**config.mk**
```make
export PLATFORM = sky130hd
export DESIGN_NAME = instr_aligner_flat
export DESIGN_NICKNAME = d
export VERILOG_FILES = /design/src/rtl/instr_aligner_pkg.sv /design/src/rtl/instr_aligner_if.sv /design/src/rtl/instr_aligner_hw_queue.sv /design/src/rtl/instr_aligner.sv /design/src/flat_wrapper.sv
export SDC_FILE = /design/constraint.sdc
export NUM_CORES = 1
export LEC_CHECK = 0
export BUFFER_PORTS_ARGS = -buffer_cell sky130_fd_sc_hd__clkbuf_2
export CAP_MARGIN = 10
export CORE_AREA = 2 2 152 154
export CTS_BUF_LIST = sky130_fd_sc_hd__clkbuf_8
export CTS_CLUSTER_DIAMETER = 200
export DETAILED_ROUTE_END_ITERATION = 7
export DIE_AREA = 0 0 154 156
export GPL_ROUTABILITY_DRIVEN = 0
export HOLD_SLACK_MARGIN = 0.03
export PLACE_DENSITY = 0.66
export SLEW_MARGIN = 30
export SYNTH_ARGS = -nofsm -noshare
export SYNTH_HDL_FRONTEND = slang
export SYNTH_SLANG_ARGS = --single-unit
```
**constraint.sdc**
```tcl
create_clock -name i_clk -period 9.1 [get_ports i_clk]
set_clock_uncertainty 0.2 [all_clocks]
set_input_delay 1.82 -clock i_clk [delete_from_list [all_inputs] [get_ports i_clk]]
set_output_delay 1.82 -clock i_clk [all_outputs]
set_load 0.05 [all_outputs]
```
**src/rtl/instr_aligner_pkg.sv**
```systemverilog
// Shared configuration for the instruction aligner: halfword width,
// RVC quadrant encoding and the compressed-instruction test.
`ifndef C_EXTENSION
`define C_EXTENSION 1
`endif

package instr_aligner_pkg;
    localparam int         HW_W          = 16;
    localparam logic [1:0] RVC_QUAD_FULL = 2'b11;
    localparam bit         C_EN_DEFAULT  = bit'(`C_EXTENSION);

    // A halfword starts a compressed instruction unless its low bits mark a full-width one.
    function automatic logic is_rvc(input logic [HW_W-1:0] hw, input bit c_en);
        return c_en && (hw[1:0] != RVC_QUAD_FULL);
    endfunction
endpackage

```
**src/rtl/instr_aligner_if.sv**
```systemverilog
// Fetch-side and decode-side handshake bundle of the instruction aligner.
// master = fetch/decode environment, slave = the aligner itself.
interface instr_aligner_if #(
    parameter int DEPTH_HW = 8
);
    localparam int LEVEL_W = $clog2(DEPTH_HW) + 1;

    logic               i_flush;
    logic [31:0]        i_flush_pc;
    logic               i_fetch_valid;
    logic               o_fetch_ready;
    logic [31:0]        i_fetch_data;
    logic               o_instr_valid;
    logic               i_instr_ready;
    logic [31:0]        o_instr;
    logic               o_instr_c;
    logic [31:0]        o_instr_pc;
    logic [LEVEL_W-1:0] o_level;

    modport master (
        output i_flush, i_flush_pc, i_fetch_valid, i_fetch_data, i_instr_ready,
        input  o_fetch_ready, o_instr_valid, o_instr, o_instr_c, o_instr_pc, o_level
    );

    modport slave (
        input  i_flush, i_flush_pc, i_fetch_valid, i_fetch_data, i_instr_ready,
        output o_fetch_ready, o_instr_valid, o_instr, o_instr_c, o_instr_pc, o_level
    );
endinterface

```
**src/rtl/instr_aligner_hw_queue.sv**
```systemverilog
// Halfword circular buffer: one write port taking a whole fetch word (or only
// its upper halfword), two read ports exposing the head and the halfword after it.
module instr_aligner_hw_queue
    import instr_aligner_pkg::*;
#(
    parameter int DEPTH_HW = 8
) (
    input  logic            clk,
    input  logic            rst,
    input  logic            clear,
    input  logic            push,
    input  logic            push_hi_only,
    input  logic [31:0]     data,
    input  logic            pop,
    input  logic            pop_two,
    output logic [HW_W-1:0] h0,
    output logic [HW_W-1:0] h1
);
    localparam int PTR_W = $clog2(DEPTH_HW);

    logic [HW_W-1:0]  mem [DEPTH_HW];
    logic [PTR_W-1:0] rd_ptr;
    logic [PTR_W-1:0] wr_ptr;

    // Pointers wrap naturally because DEPTH_HW is a power of two.
    always_ff @(posedge clk) begin
        if (rst || clear) begin
            rd_ptr <= '0;
            wr_ptr <= '0;
        end else begin
            if (push) wr_ptr <= wr_ptr + (push_hi_only ? PTR_W'(1) : PTR_W'(2));
            if (pop)  rd_ptr <= rd_ptr + (pop_two ? PTR_W'(2) : PTR_W'(1));
        end
    end

    // Storage is left unreset; the top never presents a slot that was not written.
    always_ff @(posedge clk) begin
        if (push && !rst && !clear) begin
            if (push_hi_only) begin
                mem[wr_ptr] <= data[31:16];
            end else begin
                mem[wr_ptr]              <= data[15:0];
                mem[wr_ptr + PTR_W'(1)]  <= data[31:16];
            end
        end
    end

    assign h0 = mem[rd_ptr];
    assign h1 = mem[rd_ptr + PTR_W'(1)];
endmodule

```
**src/rtl/instr_aligner.sv**
```systemverilog
// Halfword-granular prefetch queue between fetch and decode. Tracks fill level,
// the PC of the head instruction and the pending branch-target halfword skip.
module instr_aligner
    import instr_aligner_pkg::*;
#(
    parameter int          DEPTH_HW = 8,
    parameter bit          C_EN     = C_EN_DEFAULT,
    parameter logic [31:0] RESET_PC = 32'h0
) (
    input logic            i_clk,
    input logic            i_rst,
    instr_aligner_if.slave bus
);
    localparam int          LEVEL_W = $clog2(DEPTH_HW) + 1;
    localparam logic [31:0] PC_MASK = C_EN ? 32'hFFFF_FFFE : 32'hFFFF_FFFC;

    logic [LEVEL_W-1:0] level;
    logic [31:0]        pc;
    logic               skip;
    logic [HW_W-1:0]    h0;
    logic [HW_W-1:0]    h1;
    logic               head_c;
    logic               fetch_ready;
    logic               valid;
    logic               push;
    logic               pop;
    logic [LEVEL_W-1:0] push_cnt;
    logic [LEVEL_W-1:0] pop_cnt;

    instr_aligner_hw_queue #(.DEPTH_HW(DEPTH_HW)) u_queue (
        .clk          (i_clk),
        .rst          (i_rst),
        .clear        (bus.i_flush),
        .push         (push),
        .push_hi_only (skip),
        .data         (bus.i_fetch_data),
        .pop          (pop),
        .pop_two      (!head_c),
        .h0           (h0),
        .h1           (h1)
    );

    // Head decode and handshake qualification; fetch_ready depends only on registered level.
    always_comb begin
        head_c      = is_rvc(h0, C_EN);
        fetch_ready = (level <= LEVEL_W'(DEPTH_HW - 2));
        push        = bus.i_fetch_valid && fetch_ready && !bus.i_flush;
        valid       = !bus.i_flush &&
                      (head_c ? (level >= LEVEL_W'(1)) : (level >= LEVEL_W'(2)));
        pop         = valid && bus.i_instr_ready;
        push_cnt    = push ? (skip ? LEVEL_W'(1) : LEVEL_W'(2)) : '0;
        pop_cnt     = pop ? (head_c ? LEVEL_W'(1) : LEVEL_W'(2)) : '0;
    end

    // Level, head PC and skip flag; reset beats flush, flush beats push/pop.
    always_ff @(posedge i_clk) begin
        if (i_rst) begin
            level <= '0;
            pc    <= RESET_PC;
            skip  <= RESET_PC[1] & C_EN;
        end else if (bus.i_flush) begin
            level <= '0;
            pc    <= bus.i_flush_pc & PC_MASK;
            skip  <= bus.i_flush_pc[1] & C_EN;
        end else begin
            level <= level + push_cnt - pop_cnt;
            if (pop)  pc   <= pc + (head_c ? 32'd2 : 32'd4);
            if (push) skip <= 1'b0;
        end
    end

    assign bus.o_fetch_ready = fetch_ready;
    assign bus.o_instr_valid = valid;
    assign bus.o_instr       = !valid ? 32'h0 : (head_c ? {16'h0, h0} : {h1, h0});
    assign bus.o_instr_c     = valid && head_c;
    assign bus.o_instr_pc    = pc;
    assign bus.o_level       = level;
endmodule

```
**src/flat_wrapper.sv**
```systemverilog
// flat-port wrapper written by rule: the top's interface ports become plain ports
module instr_aligner_flat import instr_aligner_pkg::*;
#(
    parameter int          DEPTH_HW = 8,
    parameter bit          C_EN     = C_EN_DEFAULT,
    parameter logic [31:0] RESET_PC = 32'h0
)
  (i_clk, i_rst, bus_i_flush, bus_i_flush_pc, bus_i_fetch_valid, bus_i_fetch_data, bus_i_instr_ready, bus_o_fetch_ready, bus_o_instr_valid, bus_o_instr, bus_o_instr_c, bus_o_instr_pc, bus_o_level);
  instr_aligner_if #(.DEPTH_HW(DEPTH_HW)) bus_i ();
  input logic i_clk;
  input logic i_rst;
  input wire logic [$bits(bus_i.i_flush)-1:0] bus_i_flush;
  input wire logic [$bits(bus_i.i_flush_pc)-1:0] bus_i_flush_pc;
  input wire logic [$bits(bus_i.i_fetch_valid)-1:0] bus_i_fetch_valid;
  input wire logic [$bits(bus_i.i_fetch_data)-1:0] bus_i_fetch_data;
  input wire logic [$bits(bus_i.i_instr_ready)-1:0] bus_i_instr_ready;
  output wire logic [$bits(bus_i.o_fetch_ready)-1:0] bus_o_fetch_ready;
  output wire logic [$bits(bus_i.o_instr_valid)-1:0] bus_o_instr_valid;
  output wire logic [$bits(bus_i.o_instr)-1:0] bus_o_instr;
  output wire logic [$bits(bus_i.o_instr_c)-1:0] bus_o_instr_c;
  output wire logic [$bits(bus_i.o_instr_pc)-1:0] bus_o_instr_pc;
  output wire logic [$bits(bus_i.o_level)-1:0] bus_o_level;
  assign bus_i.i_flush = bus_i_flush;
  assign bus_i.i_flush_pc = bus_i_flush_pc;
  assign bus_i.i_fetch_valid = bus_i_fetch_valid;
  assign bus_i.i_fetch_data = bus_i_fetch_data;
  assign bus_i.i_instr_ready = bus_i_instr_ready;
  assign bus_o_fetch_ready = bus_i.o_fetch_ready;
  assign bus_o_instr_valid = bus_i.o_instr_valid;
  assign bus_o_instr = bus_i.o_instr;
  assign bus_o_instr_c = bus_i.o_instr_c;
  assign bus_o_instr_pc = bus_i.o_instr_pc;
  assign bus_o_level = bus_i.o_level;
  instr_aligner #(.DEPTH_HW(DEPTH_HW), .C_EN(C_EN), .RESET_PC(RESET_PC)) u_core (.i_clk(i_clk), .i_rst(i_rst), .bus(bus_i));
endmodule
```
==> results.md, run 1 <==
* **share of flip-flops with an asynchronous set or reset** 0%
* **power per standard cell area** 159 nW/um^2
* **mean area per synthesized cell** 13.0 sq um
* **Wirelength per Cell** 22.6 um
* **number of max-slew violations in the final report** 0
* **final critical-path required period** 6.18 ns
* **global route overflow** 0
* **y dimension of the die** 156 um
* **combinational cell fraction of total power** 21.7%
* **yosys warns** 0
* **clock latency reported for the late side of the worst-skew pair** 0.47 ns
* **critical path start-end classification** in2out
* **pre-CTS setup slack** 2.91 ns
* **antenna violations before repair** 2
* **fraction of layout instances using a drive strength above 1** 44.9%
* **number of buffers on the longest clock path** 2
* **TritonCTS sink count** 173
* **number of placement rows** 55
* **master cell of the clock root buffer** sky130_fd_sc_hd__clkbuf_8
* **first-pass GRT wire length** 42.2 mm
* **setup repair after global routing missed its margin** no
* **leading cell type in the layout, fill and taps excluded** sky130_fd_sc_hd__clkbuf_2
* **count of flip-flops with a built-in enable after synthesis** 128
* **total vias in the final route** 7218
* **Gate Count Post-Synth** 797
* **CTS clock-pin slew for the worst setup and hold paths** 0.09 ns
* **count of nets after finishing** 1002
* **internal power** 1.27 mW
* **Top FF cell, synth** sky130_fd_sc_hd__edfxtp_1
* **count of endpoints failing setup in the final report** 0
* **DR vias/cell** 5.94
* **Worst Setup End Kind** output pin
* **antenna viol nets, final** 0
* **Port Buf Inserts** 137
* **die area** 24000 sq um
* **switch share** 31.9%
* **initial cell density of the core** 46.3%
* **post-CTS setup buffer count** 0
* **reg2reg setup slack** 4.47 ns
* **number of buffers inserted during clock tree synthesis** 17
* **run status** finished, final reports clean
* **Switch Pwr** 0.594 mW
* **via count of the first global-routing pass** 7306
* **DRC violation count after routing** 0
* **Hold Crit Class** reg2reg
* **CTS H-tree depth** 4
* **Post-CTS Hold Fix Bufs** 0
* **peak supply drop** 0.0914 mV
* **width of the die** 154 um
* **critical path peak fanout** 56
* **TritonCTS clock tree** yes
* **sum of negative setup slack** 0 ns
* **final routed wirelength across all metal layers** 27.5 mm
* **Core Footprint** 22400 sq um
* **clock share of power** 29.9%
* **Ports** 140
* **summed instance area of the synthesized netlist** 10400 sq um
* **Lkg Pwr** 3.98 nW
* **top library cells by usage in the layout, fill and taps aside** sky130_fd_sc_hd__clkbuf_2, sky130_fd_sc_hd__mux2_2, sky130_fd_sc_hd__edfxtp_1
* **number of register bits inferred by synthesis** 173
* **drt first-iter violations** 609
* **detailed placer's ending HPWL** 16.9 mm
* **Netlist cell types** 60
* **post-route fraction of the period consumed by the critical path** 67.9%
* **part of the Yosys area used for sequential elements** 45.8%
* **Post-Syn Nets** 883
* **final number of hold-violating endpoints** 0
* **Slew Limit Headroom** 37.8%
* **number of gates resized after CTS** 0
* **proportion of power drawn by flip-flops and latches** 48.4%
* **number of optimization iterations in the first detailed-route pass** 5
* **GRT Total Usage** 23.4%
* **min setup slack post-route** 2.92 ns
* **required time of the critical path** 7.08 ns
* **pin count of the biggest net entering global routing** 57
* **arrival time of the worst setup path** 4.16 ns
* **slew at the pin closest to its max-slew limit** 0.933 ns
* **highest clock frequency the design can meet** 162 MHz
* **critical path startpoint category** primary input
* **synthesis-to-layout area growth** 13.5%
* **number of maximum-capacitance violations** 0
[path summary, 6_finish.rpt]
path,to,start,cells past startpoint
hold / removal,u_core.bus.o_instr_pc[9]$_SDFFE_PP0P_,u_core.bus.o_instr_pc[9]$_SDFFE_PP0P_,2
setup reg to reg,u_core.bus.o_instr_pc[9]$_SDFFE_PP0P_,flop,13
setup / recovery,bus_o_instr[31],bus_i_flush,6
hold reg to reg,u_core.bus.o_instr_pc[9]$_SDFFE_PP0P_,u_core.bus.o_instr_pc[9]$_SDFFE_PP0P_,2
[kinds of logic after synthesis]
logic type	share of synthesized area, %
AOI/OAI and AO/OA	8.26
xor gates and xnor gates	2.45
adders and majority gates	2.42
buffers and inverters	3.43
DFF	45.8
muxes	30.1
other	0.0362
and+or+nand+nor	7.45
[sequential cells by signal, indices dropped and copies added, names as in the netlist, named ones only]
signal                 cells
u_core.bus.o_instr_pc     31
u_core.u_queue.mem       128
u_core.skip                1
u_core.u_queue.wr_ptr      3
u_core.bus.o_level         4
u_core.u_queue.rd_ptr      3
[worst max-delay path, stage by stage]
cell                       delay (ns)
sky130_fd_sc_hd__clkbuf_2        0.30
sky130_fd_sc_hd__inv_1           0.12
sky130_fd_sc_hd__buf_4           0.48
sky130_fd_sc_hd__nand3_2         0.63
sky130_fd_sc_hd__a21oi_1         0.45
sky130_fd_sc_hd__clkbuf_2        0.34
[power groups by stage]
stage	Clock, mW	Combinational (mW)	Sequential (mW)
after CTS	0.565	0.406	0.900
after global routing	0.592	0.436	0.904
after detailed placement	0	0.404	0.918
after floorplan	0	0.260	0.953
final	0.558	0.404	0.900
after global placement	0	0.400	0.917
[cell usage after synthesis, drive strengths merged (21+ instances only)]
cell	number	share of area (%)
a211oi	38	3.1
a21oi	31	1.9
buf	22	1.1
clkbuf	33	1.2
dfxtp	45	8.7
edfxtp	128	37
inv	30	1.1
mux2	128	14
mux2i	21	2.3
mux4	64	14
nand2	54	2.0
nor2	64	2.3
xnor2	25	2.1
[metrics by stage]
stage	hold WS [ns]	cell area [sq um]	power [mW]	util (%)	instances
after global routing	0.378	11700	1.93	52.5	1216
after global placement	0.313	11300	1.32	50.7	1182
after floorplan	0.342	10400	1.21	-	797
after CTS	0.336	11700	1.87	52.5	1214
after detailed placement	0.325	11300	1.32	50.7	1182
final	0.339	11700	1.86	52.5	1216
[per-layer routing]
metal / vias up / wire length, um / GRT usage, %
li1: 3319 / - / -
met1: 3574 / 11100 / 29.4
met2: 276 / 13800 / 40.5
met3: 49 / 1900 / 4.75
met4: 0 / 685 / 8.10
met5: - / 0 / 0
[final cells by class]
type                            count  area [sq um]
Fill cell                        1924         10600
Inverter                           30           113
Multi-Input combinational cell    539          5300
Sequential cell                   173          4750
Clock inverter                     15           163
Antenna cell                        2          5.00
Tap cell                          285           357
Clock buffer                       17           234
Timing Repair Buffer              155           821
(Power assumes the default switching activity.)
==> run 2: changes to the inputs <==
Settings changed: ABC_AREA set to 1, CORE_AREA 2 2 152 154 to 2 2 159 161, DIE_AREA 0 0 154 156 to 0 0 161 163, PLACE_DENSITY 0.66 to 0.69.
Clock period 9.1 ns to 5.45 ns, I/O delays scaled along.
==> run 2 against run 1 <==
Sequential cell count unchanged. Critical path depth grew 5. Largest power group unchanged. Highest routed layer is now met5. Final cell count grew 62%.
==> results.md, run 2 <==
* **top library cells by usage in the layout, fill and taps aside** sky130_fd_sc_hd__nand2_1, sky130_fd_sc_hd__o21ai_0, sky130_fd_sc_hd__clkbuf_2
* **critical path start-end classification** reg2out
* **leading cell type in the layout, fill and taps excluded** sky130_fd_sc_hd__nand2_1
* **peak supply drop** 0.149 mV
* **required time of the critical path** 4.16 ns
* **Post-Syn Nets** 1647
* **number of buffers on the longest clock path** 2
* **post-CTS setup buffer count** 0
* **CTS clock-pin slew for the worst setup and hold paths** 0.10 ns
* **die area** 26200 sq um
* **filler instances** 2372
* **min setup slack post-route** 0.423 ns
* **Gate Count Post-Synth** 1561
* **via count of the first global-routing pass** 9931
* **count of endpoints failing setup in the final report** 0
* **cell type contributing the most total cell area after synthesis** sky130_fd_sc_hd__edfxtp_1
* **total vias in the final route** 10900
* **Lkg Pwr** 4.93 nW
* **number of gates resized after CTS** 0
* **number of buffers inserted during clock tree synthesis** 17
* **synthesis-to-layout area growth** 11.0%
* **count of nets after finishing** 1717
* **DRC violation count after routing** 0
* **clock share of power** 30.5%
* **Port Buf Inserts** 137
* **mean area per synthesized cell** 7.28 sq um
* **Slew Limit Headroom** 37.6%
* **compound-gate portion of the synthesized area** 16.9%
* **yosys warns** 0
* **master cell of the clock root buffer** sky130_fd_sc_hd__clkbuf_8
* **final standard cell area without fillers** 12600 sq um
* **width of the die** 161 um
* **largest reg by FF count** u_core.u_queue.mem
* **Top FF cell, synth** sky130_fd_sc_hd__edfxtp_1
* **number of placement rows** 58
* **pre-CTS setup slack** 0.992 ns
* **Ports** 140
* **Final Non-Filler Cells** 1974
* **ranking of synthesized cells by instance count** sky130_fd_sc_hd__nand2_1, sky130_fd_sc_hd__o21ai_0, sky130_fd_sc_hd__inv_1
* **CTS H-tree depth** 4
* **slowest cell delay on critical path** 0.79 ns
* **post-route fraction of the period consumed by the critical path** 92.2%
* **power per standard cell area** 256 nW/um^2
* **proportion of power drawn by flip-flops and latches** 47.1%
* **final routed wirelength across all metal layers** 34.1 mm
* **y dimension of the die** 163 um
* **switch share** 36.0%
* **fraction of layout instances using a drive strength above 1** 14.8%
* **cells taking the most area after synthesis** sky130_fd_sc_hd__edfxtp_1, sky130_fd_sc_hd__nand2_1, sky130_fd_sc_hd__o21ai_0
* **Critical Path Most Common Cell** sky130_fd_sc_hd__nand2_1
* **summed instance area of the synthesized netlist** 11400 sq um
* **Switch Pwr** 1.16 mW
* **first-pass GRT wire length** 52.4 mm
* **Wirelength per Cell** 17.3 um
* **Cell Chain, Critical Path** inv_2, nand2_1, nand3_1, nand2_1, nand2_1, nand2_1, nand2_2, inv_1, nand2_2, a21oi_1, clkbuf_2
* **Post-CTS Hold Fix Bufs** 0
* **slew at the pin closest to its max-slew limit** 0.936 ns
* **number of inserted diodes** 0
* **fraction of synthesized area in multiplexers** 1.14%
* **TritonCTS sink count** 173
* **combinational cell fraction of total power** 22.4%
* **worst hold-check slack** 0.354 ns
* **drt first-iter violations** 984
* **antenna viol nets, final** 0
* **cell with the largest stage delay on the worst path** sky130_fd_sc_hd__dfxtp_2
* **number of max-slew violations in the final report** 0
* **placed inst area** 12200 sq um
* **number of optimization iterations in the first detailed-route pass** 5
* **antenna violations before repair** 2
* **arrival time of the worst setup path** 3.74 ns
* **share of flip-flops with an asynchronous set or reset** 0%
* **critical path peak fanout** 36
* **final number of hold-violating endpoints** 0
* **detailed placer's ending HPWL** 21.9 mm
* **initial cell density of the core** 46.1%
* **Core Footprint** 24700 sq um
* **final critical-path required period** 5.03 ns
* **sum of negative setup slack** 0 ns
* **highest clock frequency the design can meet** 199 MHz
* **DR vias/cell** 5.50
* **part of the Yosys area used for sequential elements** 41.7%
* **dominant cell by count in the synthesized netlist** sky130_fd_sc_hd__nand2_1
* **global route overflow** 0
* **dominant combinational cell family by area after synthesis** simple AND/OR/NAND/NOR gates
* **Yosys top cell area share** 33.8%
* **GRT Total Usage** 25.8%
* **simple-gate share of the synthesized area** 27.6%
* **count of flip-flops with a built-in enable after synthesis** 128
* **internal power** 2.06 mW
* **xor/xnor cell area share of the yosys netlist** 1.39%
* **Netlist cell types** 39
* **critical path startpoint category** flop
* **adder-cell share of the synthesized area** 2.20%
* **run status** finished, final reports clean
* **clock latency reported for the late side of the worst-skew pair** 0.49 ns
* **Placed Instances** 1942
* **setup repair after global routing missed its margin** no
* **flip-flop count of the largest register, all copies and words added** 128
* **number of register bits inferred by synthesis** 173
* **Hold Crit Class** reg2reg
* **Worst Setup End Kind** output pin
* **pin count of the biggest net entering global routing** 63
* **TritonCTS clock tree** yes
* **reg2reg setup slack** 1.27 ns
* **number of maximum-capacitance violations** 0
-- run 2: layer usage --
metal	vias up	part of all wire [%]	track usage, %
met5	-	0.088	0
met4	4	2.4	8.16
met3	76	7.7	4.46
met2	471	48	44.9
met1	4965	41	32.6
li1	5342	-	-
-- run 2: power by group through the flow --
stage | logic (mW) | clock network, mW | registers [mW]
6_report | 0.723 | 0.984 | 1.52
4_1_cts | 0.722 | 0.993 | 1.52
3_5_place_dp | 0.721 | 0 | 1.55
5_1_grt | 0.794 | 1.04 | 1.52
2_1_floorplan | 0.443 | 0 | 1.63
3_3_place_gp | 0.703 | 0 | 1.55
-- run 2: through the flow --
| step | power [mW] | utilization, % |
|---|---|---|
| floorplan | 2.08 | - |
| global placement | 2.25 | 49.3 |
| detailed placement | 2.27 | 49.3 |
| CTS | 3.23 | 51.1 |
| global route | 3.36 | 51.1 |
| finish | 3.23 | 51.1 |
-- run 2: critical path: cells and delay by family, from the launching register on --
family                 cells  cell delay [ns]
AO/OA/AOI/OAI              1             0.42
AND/OR/NAND/NOR            7             1.01
flip-flops                 1             0.79
buffers and inverters      3             1.01
-- run 2: cell families (layout without fill, tap and decap cells) --
logic type,Yosys count,count (layout)
AO/OA/AOI/OAI,343,343
XOR/XNOR,18,18
adder cells (fa/ha/maj),17,17
buffers and inverters,243,326
flip-flops,173,173
multiplexers,13,13
other,1,1
AND/OR/NAND/NOR,753,753
-- run 2: worst paths after layout --
path                                    startpoint                                      to  cells after the start
min reg2reg  u_core.u_queue.rd_ptr[1]$_SDFFE_PP0N_   u_core.u_queue.rd_ptr[1]$_SDFFE_PP0N_                      2
max reg2reg                                   flop  u_core.bus.o_instr_pc[25]$_SDFFE_PP0P_                     20
max                                           flop                         bus_o_instr[31]                     11
min          u_core.u_queue.rd_ptr[1]$_SDFFE_PP0N_   u_core.u_queue.rd_ptr[1]$_SDFFE_PP0N_                      2
-- run 2: area by class of cell --
cell class	instances	area, sq um	share of cell area (%)
multi-input combinational	1145	5650	44.8
timing repair buffer	160	858	6.80
clock inverter	15	208	1.65
tap	330	413	3.27
inverter	134	503	3.99
clock buffer	17	234	1.85
sequential	173	4750	37.6
